$ cat config.mk
export PLATFORM = sky130hd
export DESIGN_NAME = uart_receiver
export DESIGN_NICKNAME = d
export VERILOG_FILES = /design/src/rtl/uart_pkg.sv /design/src/rtl/uart_rx_sync.sv /design/src/rtl/uart_receiver.sv
export SDC_FILE = /design/constraint.sdc
export NUM_CORES = 1
export LEC_CHECK = 0
export ABC_AREA = 1
export BUFFER_PORTS_ARGS = -buffer_cell sky130_fd_sc_hd__buf_2
export CAP_MARGIN = 0
export CORE_MARGIN = 10
export CORE_UTILIZATION = 52
export DETAILED_ROUTE_END_ITERATION = 12
export PLACE_DENSITY_LB_ADDON = 0.2
export REMOVE_ABC_BUFFERS = 1
export SLEW_MARGIN = 5
export SYNTH_ARGS = -nofsm -noshare
export SYNTH_HDL_FRONTEND = slang
export SYNTH_SLANG_ARGS = --single-unit
$ cat constraint.sdc
create_clock -name uart_samplig_clk -period 1.3 [get_ports uart_samplig_clk]
set_input_delay 0.325 -clock uart_samplig_clk [delete_from_list [all_inputs] [get_ports uart_samplig_clk]]
set_output_delay 0.325 -clock uart_samplig_clk [all_outputs]
set_load 0.01 [all_outputs]
$ cat src/rtl/uart_pkg.sv
// rtl/uart_pkg.sv - shared UART constants, state encoding and tick helpers
package uart_pkg;

  localparam int OVERSAMPLE_DEF = 16;
  localparam int DATA_BITS_DEF  = 8;

  function automatic int mid_tick(input int oversample);
    return oversample / 2 - 1;
  endfunction

  localparam int MID_TICK = mid_tick(OVERSAMPLE_DEF);

  typedef enum logic [2:0] {
    ST_IDLE,
    ST_START,
    ST_DATA,
    ST_STOP,
    ST_BREAK
  } rx_state_t;

endpackage

$ cat src/rtl/uart_rx_sync.sv
// rtl/uart_rx_sync.sv - two-flop synchronizer for the serial line, resets to idle-high
module uart_rx_sync (
  input  logic clk,
  input  logic rst_n,
  input  logic d,
  output logic q
);

  logic meta;

  always_ff @(posedge clk or negedge rst_n) begin
    if (!rst_n) begin
      meta <= 1'b1;
      q    <= 1'b1;
    end else begin
      meta <= d;
      q    <= meta;
    end
  end

endmodule

$ cat src/rtl/uart_receiver.sv
// rtl/uart_receiver.sv - 16x-oversampled 8N1 UART receiver with one-entry valid/ready output
module uart_receiver
  import uart_pkg::*;
#(
  parameter int OVERSAMPLE = OVERSAMPLE_DEF,
  parameter int DATA_BITS  = DATA_BITS_DEF
) (
  input  logic                 uart_samplig_clk,
  input  logic                 reset,
  input  logic                 RsRx,
  output logic [DATA_BITS-1:0] data_out,
  output logic                 valid,
  input  logic                 ready,
  output logic                 frame_err,
  output logic                 overrun
);

  localparam int CW  = $clog2(OVERSAMPLE);
  localparam int BW  = (DATA_BITS > 1) ? $clog2(DATA_BITS) : 1;
  localparam int MID = mid_tick(OVERSAMPLE);

  localparam logic [CW-1:0] T_LO   = CW'(MID - 1);
  localparam logic [CW-1:0] T_MID  = CW'(MID);
  localparam logic [CW-1:0] T_HI   = CW'(MID + 1);
  localparam logic [CW-1:0] T_DEC  = CW'(MID + 2);
  localparam logic [CW-1:0] T_LAST = CW'(OVERSAMPLE - 1);
  localparam logic [BW-1:0] B_LAST = BW'(DATA_BITS - 1);

  rx_state_t              state, next_state;
  logic [CW-1:0]          cnt;
  logic [BW-1:0]          bit_idx;
  logic [DATA_BITS-1:0]   shreg;
  logic                   rx_s, s_lo, s_mid, maj;
  logic                   deliver, drop, fe_hit;

  uart_rx_sync u_sync (
    .clk   (uart_samplig_clk),
    .rst_n (reset),
    .d     (RsRx),
    .q     (rx_s)
  );

  always_ff @(posedge uart_samplig_clk or negedge reset) begin
    if (!reset) state <= ST_IDLE;
    else        state <= next_state;
  end

  always_comb begin
    next_state = state;
    case (state)
      ST_IDLE:  if (!rx_s) next_state = ST_START;
      ST_START: begin
        if (cnt == T_DEC && maj)  next_state = ST_IDLE;
        else if (cnt == T_LAST)   next_state = ST_DATA;
      end
      ST_DATA:  if (cnt == T_LAST && bit_idx == B_LAST) next_state = ST_STOP;
      ST_STOP:  if (cnt == T_DEC) next_state = maj ? ST_IDLE : ST_BREAK;
      ST_BREAK: if (rx_s) next_state = ST_IDLE;
      default:  next_state = ST_IDLE;
    endcase
  end

  // The stop decision either delivers the byte or flags a framing error, never both.
  always_comb begin
    deliver = 1'b0;
    fe_hit  = 1'b0;
    if (state == ST_STOP && cnt == T_DEC) begin
      deliver = maj;
      fe_hit  = !maj;
    end
    drop = deliver && valid && !ready;
  end

  always_ff @(posedge uart_samplig_clk or negedge reset) begin
    if (!reset) begin
      cnt       <= '0;
      bit_idx   <= '0;
      shreg     <= '0;
      s_lo      <= 1'b1;
      s_mid     <= 1'b1;
      maj       <= 1'b1;
      data_out  <= '0;
      valid     <= 1'b0;
      frame_err <= 1'b0;
      overrun   <= 1'b0;
    end else begin
      if (state == ST_IDLE || next_state == ST_IDLE || next_state == ST_BREAK) cnt <= '0;
      else                                                                     cnt <= cnt + 1'b1;

      if (state != ST_DATA)  bit_idx <= '0;
      else if (cnt == T_LAST) bit_idx <= (bit_idx == B_LAST) ? '0 : bit_idx + 1'b1;

      if (cnt == T_LO)  s_lo  <= rx_s;
      if (cnt == T_MID) s_mid <= rx_s;
      if (cnt == T_HI)  maj   <= (s_lo & s_mid) | (s_lo & rx_s) | (s_mid & rx_s);

      if (state == ST_DATA && cnt == T_DEC) shreg[bit_idx] <= maj;

      frame_err <= fe_hit;
      overrun   <= drop;

      if (deliver && (!valid || ready)) begin
        data_out <= shreg;
        valid    <= 1'b1;
      end else if (!deliver && valid && ready) begin
        valid <= 1'b0;
      end
    end
  end

endmodule

==> flow_summary.ini, run 1 <==
[outcome]
status = finished, violations left
violations = negative setup slack

[synthesis]
netlist_instances = 166
yosysTopAreaCellShare = 0.457
syn_area_um2 = 1590
synth_top_area_cell = dfrtp_1
synth_top_family_by_area = simple AND/OR/NAND/NOR gates
seq_area_frac_synth = 0.540
synth-main-ff-cell = dfrtp_1
yosys_register_bits = 34
synth-xor-area-share = 0.0110
synth_edf_count = 0
synthTopCellsByArea = dfrtp_1 (46%), dfstp_2 (8.3%), nand2_1 (7.3%)
yosys_warnings = 0
synth_fa_ha_area_frac = 0.0473
synth-compound-area-share = 0.109
async_reset_ff_frac = 1.00
synth.distinct_cells = 26
syn_avg_cell_area_um2 = 9.56
synthSimpleGateAreaFrac = 0.224
synthMuxAreaShare = 0

[sta]
slew_violations = 0
holdWs_ps = 76.4
hold_violations = 0
setup_ws_ps = -135
period_needed_ps = 1430
slew_headroom = 0.790
setup_tns_ps = -881
finClkSkew_ps = 8.66
tightest_slew_ps = 314
rsz0062_at_grt = true
setup_viol = 17
timing.final.crit_share = 1.10
fmax_mhz = 697

[worst_setup_path]
required_ps = 1530
crit_buf_inv = 2
cp_top_family = simple AND/OR/NAND/NOR gates
crit_chain = inv_2 -> ha_4 -> nand3_4 -> inv_4 -> nand2_4 -> nor2_4 -> nand2_2 -> nand2_1 -> o21ai_1
cp_max_fo = 4
arrival_ps = 1660
rrSetupSlack_ps = -130
critPathKind = reg2reg
timing.rr.end = shreg[2]
cp-end-kind = register
crit_slowest_cell = dfrtp_1
r2r_start = cnt[1]
reg2reg_depth = 9
slowest_delay_ps = 420
critPathLaunchType = register

[floorplanning]
fp.dieW_um = 75.2
chipHeight_um = 75.2
rows = 19
io_pins = 15
die_area_um2 = 5660
start_util = 0.561
core_region_area_um2 = 2830

[min_path]
hp-class = in2reg
whs_endpoint = u_sync.meta
hp-start = RsRx
holdPathStages = 1

[layout]
drive_gt1_frac = 0.491
antenna_cells = 0
area_delta_synth_final_pct = 33.7
final_cell_mix = dfrtp_1 (28), buf_4 (23), inv_1 (21)
final_common_cell = dfrtp_1
layout.nets = 221

[global_route]
track_usage = 0.123
grt_max_degree = 18
overflow = 0
antenna_found_initial = 0
grt_first_pass_wirelength_mm = 5.27
grt_pass1_vias = 1211

[clock_tree]
h-tree-depth = 2
cts_root_buffer = clkbuf_4
cts_tree = built
clock_latency_ps = 340
cts_buffers = 5
clkTransAtPathRegs_ps = 110
clkSinkCount = 34
clockBufferDepth = 2

[placement]
pre_cts_ws_ps = -132
io_buffer_count = 14
gp_congestion = 0.891
hpwl_mm = 2.35

[detailed_routing]
num_vias = 1248
viasPerCell = 5.14
ant_nets = 0
drt-initial-drc-count = 74
drc = 0
drt_pre_antenna_iters = 4
drt_wl_total_mm = 3.42
wire_per_inst_um = 14.1

[power]
ir_drop_mv = 1.28
finalPower_w = 0.00288
p_leak_nw = 1.02
power.density_nw_per_um2 = 1360

[flow_run]
max_cap_violations = 0
## state kept, by name, indices dropped and copies added, names as in the netlist, 3 cells and up
register,flops
bit_idx,3
cnt,4
data_out,8
shreg,8
state,3
## cells in the mapped netlist, drive strengths merged, types with 2 or more instances
cell   count
o21ai     19
inv       26
nor2      13
ha         6
dfrtp     29
nor3       3
nand2     34
dfstp      5
a21oi      3
nand4      2
nand3     18
## cell type report
type / count / area [µm²]
tap: 31 / 38.8
multi-input combinational: 105 / 782
timing repair buffer: 39 / 273
clock inverter: 2 / 12.5
inverter: 26 / 105
sequential: 34 / 858
clock buffer: 6 / 51.3
fill: 190 / 708
## how the worst max path moves through the flow
stage / start / to / depth (start not counted)
detailed placement: cnt[1] / shreg[6] / 8
floorplan: cnt[1] / data_out[0] / 7
global route: cnt[1] / shreg[2] / 9
global placement: cnt[0] / cnt[0] / 7
finish: cnt[1] / shreg[2] / 9
CTS: cnt[0] / cnt[2] / 7
## per-layer routing
layer | global-route usage | wire length (µm)
met1 | 0.136 | 1460
met3 | 0.0381 | 167
met2 | 0.210 | 1710
met4 | 0.0619 | 84
met5 | 0 | 0
## where the power goes
part	switching [W]	total, W	leakage [nW]	internal (W)
Clock	0.000361	0.000621	0.0343	0.000260
Sequential	0.000142	0.00136	0.449	0.00122
Combinational	0.000483	0.000903	0.542	0.000420
Total	0.000986	0.00288	1.02	0.00190
## per-stage QoR
stage,area (µm²),util,cells
2_1_floorplan,1580,-,165
3_3_place_gp,1850,0.655,231
3_5_place_dp,1850,0.655,231
4_1_cts,1960,0.694,240
5_1_grt,2120,0.750,243
6_report,2120,0.750,243
## timing repair
action	CTS	global route
buffers inserted	0	3
resized for setup	8	37
hold buffers	1	0
setup endpoints to repair	22	25
hold endpoints to repair	29	0
pin swaps	1	9
## kinds of logic after synthesis
kind of cell	Yosys count
buffers and inverters	27
adders and majority gates	6
and+or+nand+nor	71
DFF	34
xor gates and xnor gates	2
AOI/OAI and AO/OA	26
(Power assumes the default switching activity.)
==> inputs of run 2 (changes only) <==
- SETUP_SLACK_MARGIN: unset -> 0.05
==> flow_summary.ini, run 2 (same netlist as run 1, synthesis figures left out) <==
[outcome]
status = finished, violations left
violations = negative setup slack

[sta]
timing.final.crit_share = 1.11
tightest_slew_ps = 316
setup_viol = 22
finClkSkew_ps = 9.50
setup_ws_ps = -141
slew_violations = 0
period_needed_ps = 1440
slew_headroom = 0.788
rsz0062_at_grt = true
fmax_mhz = 694
holdWs_ps = 76.7
hold_violations = 0

[worst_setup_path]
arrival_ps = 1670
cp-end-kind = register
r2r_start = cnt[1]
rrSetupSlack_ps = -140
crit_buf_inv = 2
slowest_delay_ps = 430
critPathLaunchType = register
crit_chain = inv_2 -> ha_4 -> nand3_4 -> inv_4 -> nand2_4 -> nor2_4 -> nand2_2 -> nand2_1 -> o21ai_1
required_ps = 1530
cp_max_fo = 4
critPathKind = reg2reg
crit_slowest_cell = dfrtp_1
cp-startpoint = cnt[1]
cp_top_family = simple AND/OR/NAND/NOR gates

[clock_tree]
clkSinkCount = 34
h-tree-depth = 2
cts_buffers = 5
clkTransAtPathRegs_ps = 110
clockBufferDepth = 2
cts_tree = built
clock_latency_ps = 340
cts_root_buffer = clkbuf_4

[layout]
fin_area_um2 = 2120
layout.nets = 220
final_cell_mix = dfrtp_1 (28), buf_4 (22), inv_1 (20)
largestRegisters = data_out: 8 flops, shreg: 8 flops, cnt: 4 flops
area_delta_synth_final_pct = 33.8
post-route-util = 0.751
drive_gt1_frac = 0.493
final_common_cell = dfrtp_1
final_cells = 242
antenna_cells = 0
fillCellCount = 189

[floorplanning]
start_util = 0.561
die_area_um2 = 5660
fp.dieW_um = 75.2
chipHeight_um = 75.2
rows = 19
io_pins = 15
core_region_area_um2 = 2830

[placement]
placed_area_um2 = 1850
gp_congestion = 0.891
hpwl_mm = 2.35
dp.cells = 231
io_buffer_count = 14

[detailed_routing]
drt_wl_total_mm = 3.40
viasPerCell = 5.17
drc = 0
drt-initial-drc-count = 74
dr_wl_met2_mm = 1.71
wl_met1_mm = 1.45
num_vias = 1251
ant_nets = 0
drt_pre_antenna_iters = 4
top_layer_used = met4
wire_per_inst_um = 14.1
dr_wl_met3_um = 176

[global_route]
antenna_found_initial = 0
grt_max_degree = 18
overflow = 0
track_usage = 0.123
grt_pass1_vias = 1217
grt_first_pass_wirelength_mm = 5.27

[power]
power.density_nw_per_um2 = 1380
p_leak_nw = 1.02
ir_drop_mv = 1.30

[flow_run]
max_cap_violations = 0

[min_path]
hp-class = in2reg
hp-start = RsRx
[run 2: cell types whose count changed in the layout (fill, tap and decap cells not counted), sizes merged]
cell | previous run | this run
buf | 38 | 37
[run 2: where the power goes]
| group | leakage [nW] | total (W) | switching (W) | internal (W) |
|---|---|---|---|---|
| registers | 0.449 | 0.00136 | 0.000141 | 0.00122 |
| logic | 0.540 | 0.000942 | 0.000502 | 0.000440 |
| clock network | 0.0343 | 0.000619 | 0.000360 | 0.000260 |
| total | 1.02 | 0.00292 | 0.00100 | 0.00192 |
[run 2: routing by layer]
| metal | GRT usage | vias up |
|---|---|---|
| met2 | 0.208 | 25 |
| li1 | - | 627 |
| met1 | 0.136 | 593 |
| met4 | 0.0660 | 0 |
| met3 | 0.0394 | 6 |
| met5 | 0 | - |
[run 2: layout make-up]
class | count | area, µm² | share of cell area
inverter | 26 | 105 | 0.0495
timing repair buffer | 38 | 265 | 0.125
clock inverter | 2 | 12.5 | 0.00589
clock buffer | 6 | 51.3 | 0.0242
multi-input combinational | 105 | 792 | 0.373
tap | 31 | 38.8 | 0.0183
sequential | 34 | 858 | 0.404
[run 2: worst paths after layout]
check                              end  cells after the start
max                           shreg[2]                      9
min                        u_sync.meta                      1
max reg2reg                   shreg[2]                      9
min reg2reg                   u_sync.q                      0
max in group asynchronous        s_mid                      3
min in group asynchronous     shreg[4]                      3
[run 2: per-stage QoR]
step                total power (W)  setup slack [ps]  setup TNS [ps]
floorplan                   0.00175             -56.4            -688
global placement            0.00204             -88.2            -824
detailed placement          0.00208              -132           -1950
CTS                         0.00281             -87.9            -790
global route                0.00310              -215           -2590
finish                      0.00292              -141           -1000
[run 2: repair_timing]
item | 4_1_cts | 5_1_grt
endpoints found under the setup margin | 26 | 28
hold buffers | 1 | 0
pin swaps | 2 | 10
endpoints found under the hold margin | 29 | 0
gates resized for setup | 11 | 36
setup buffers | 0 | 4
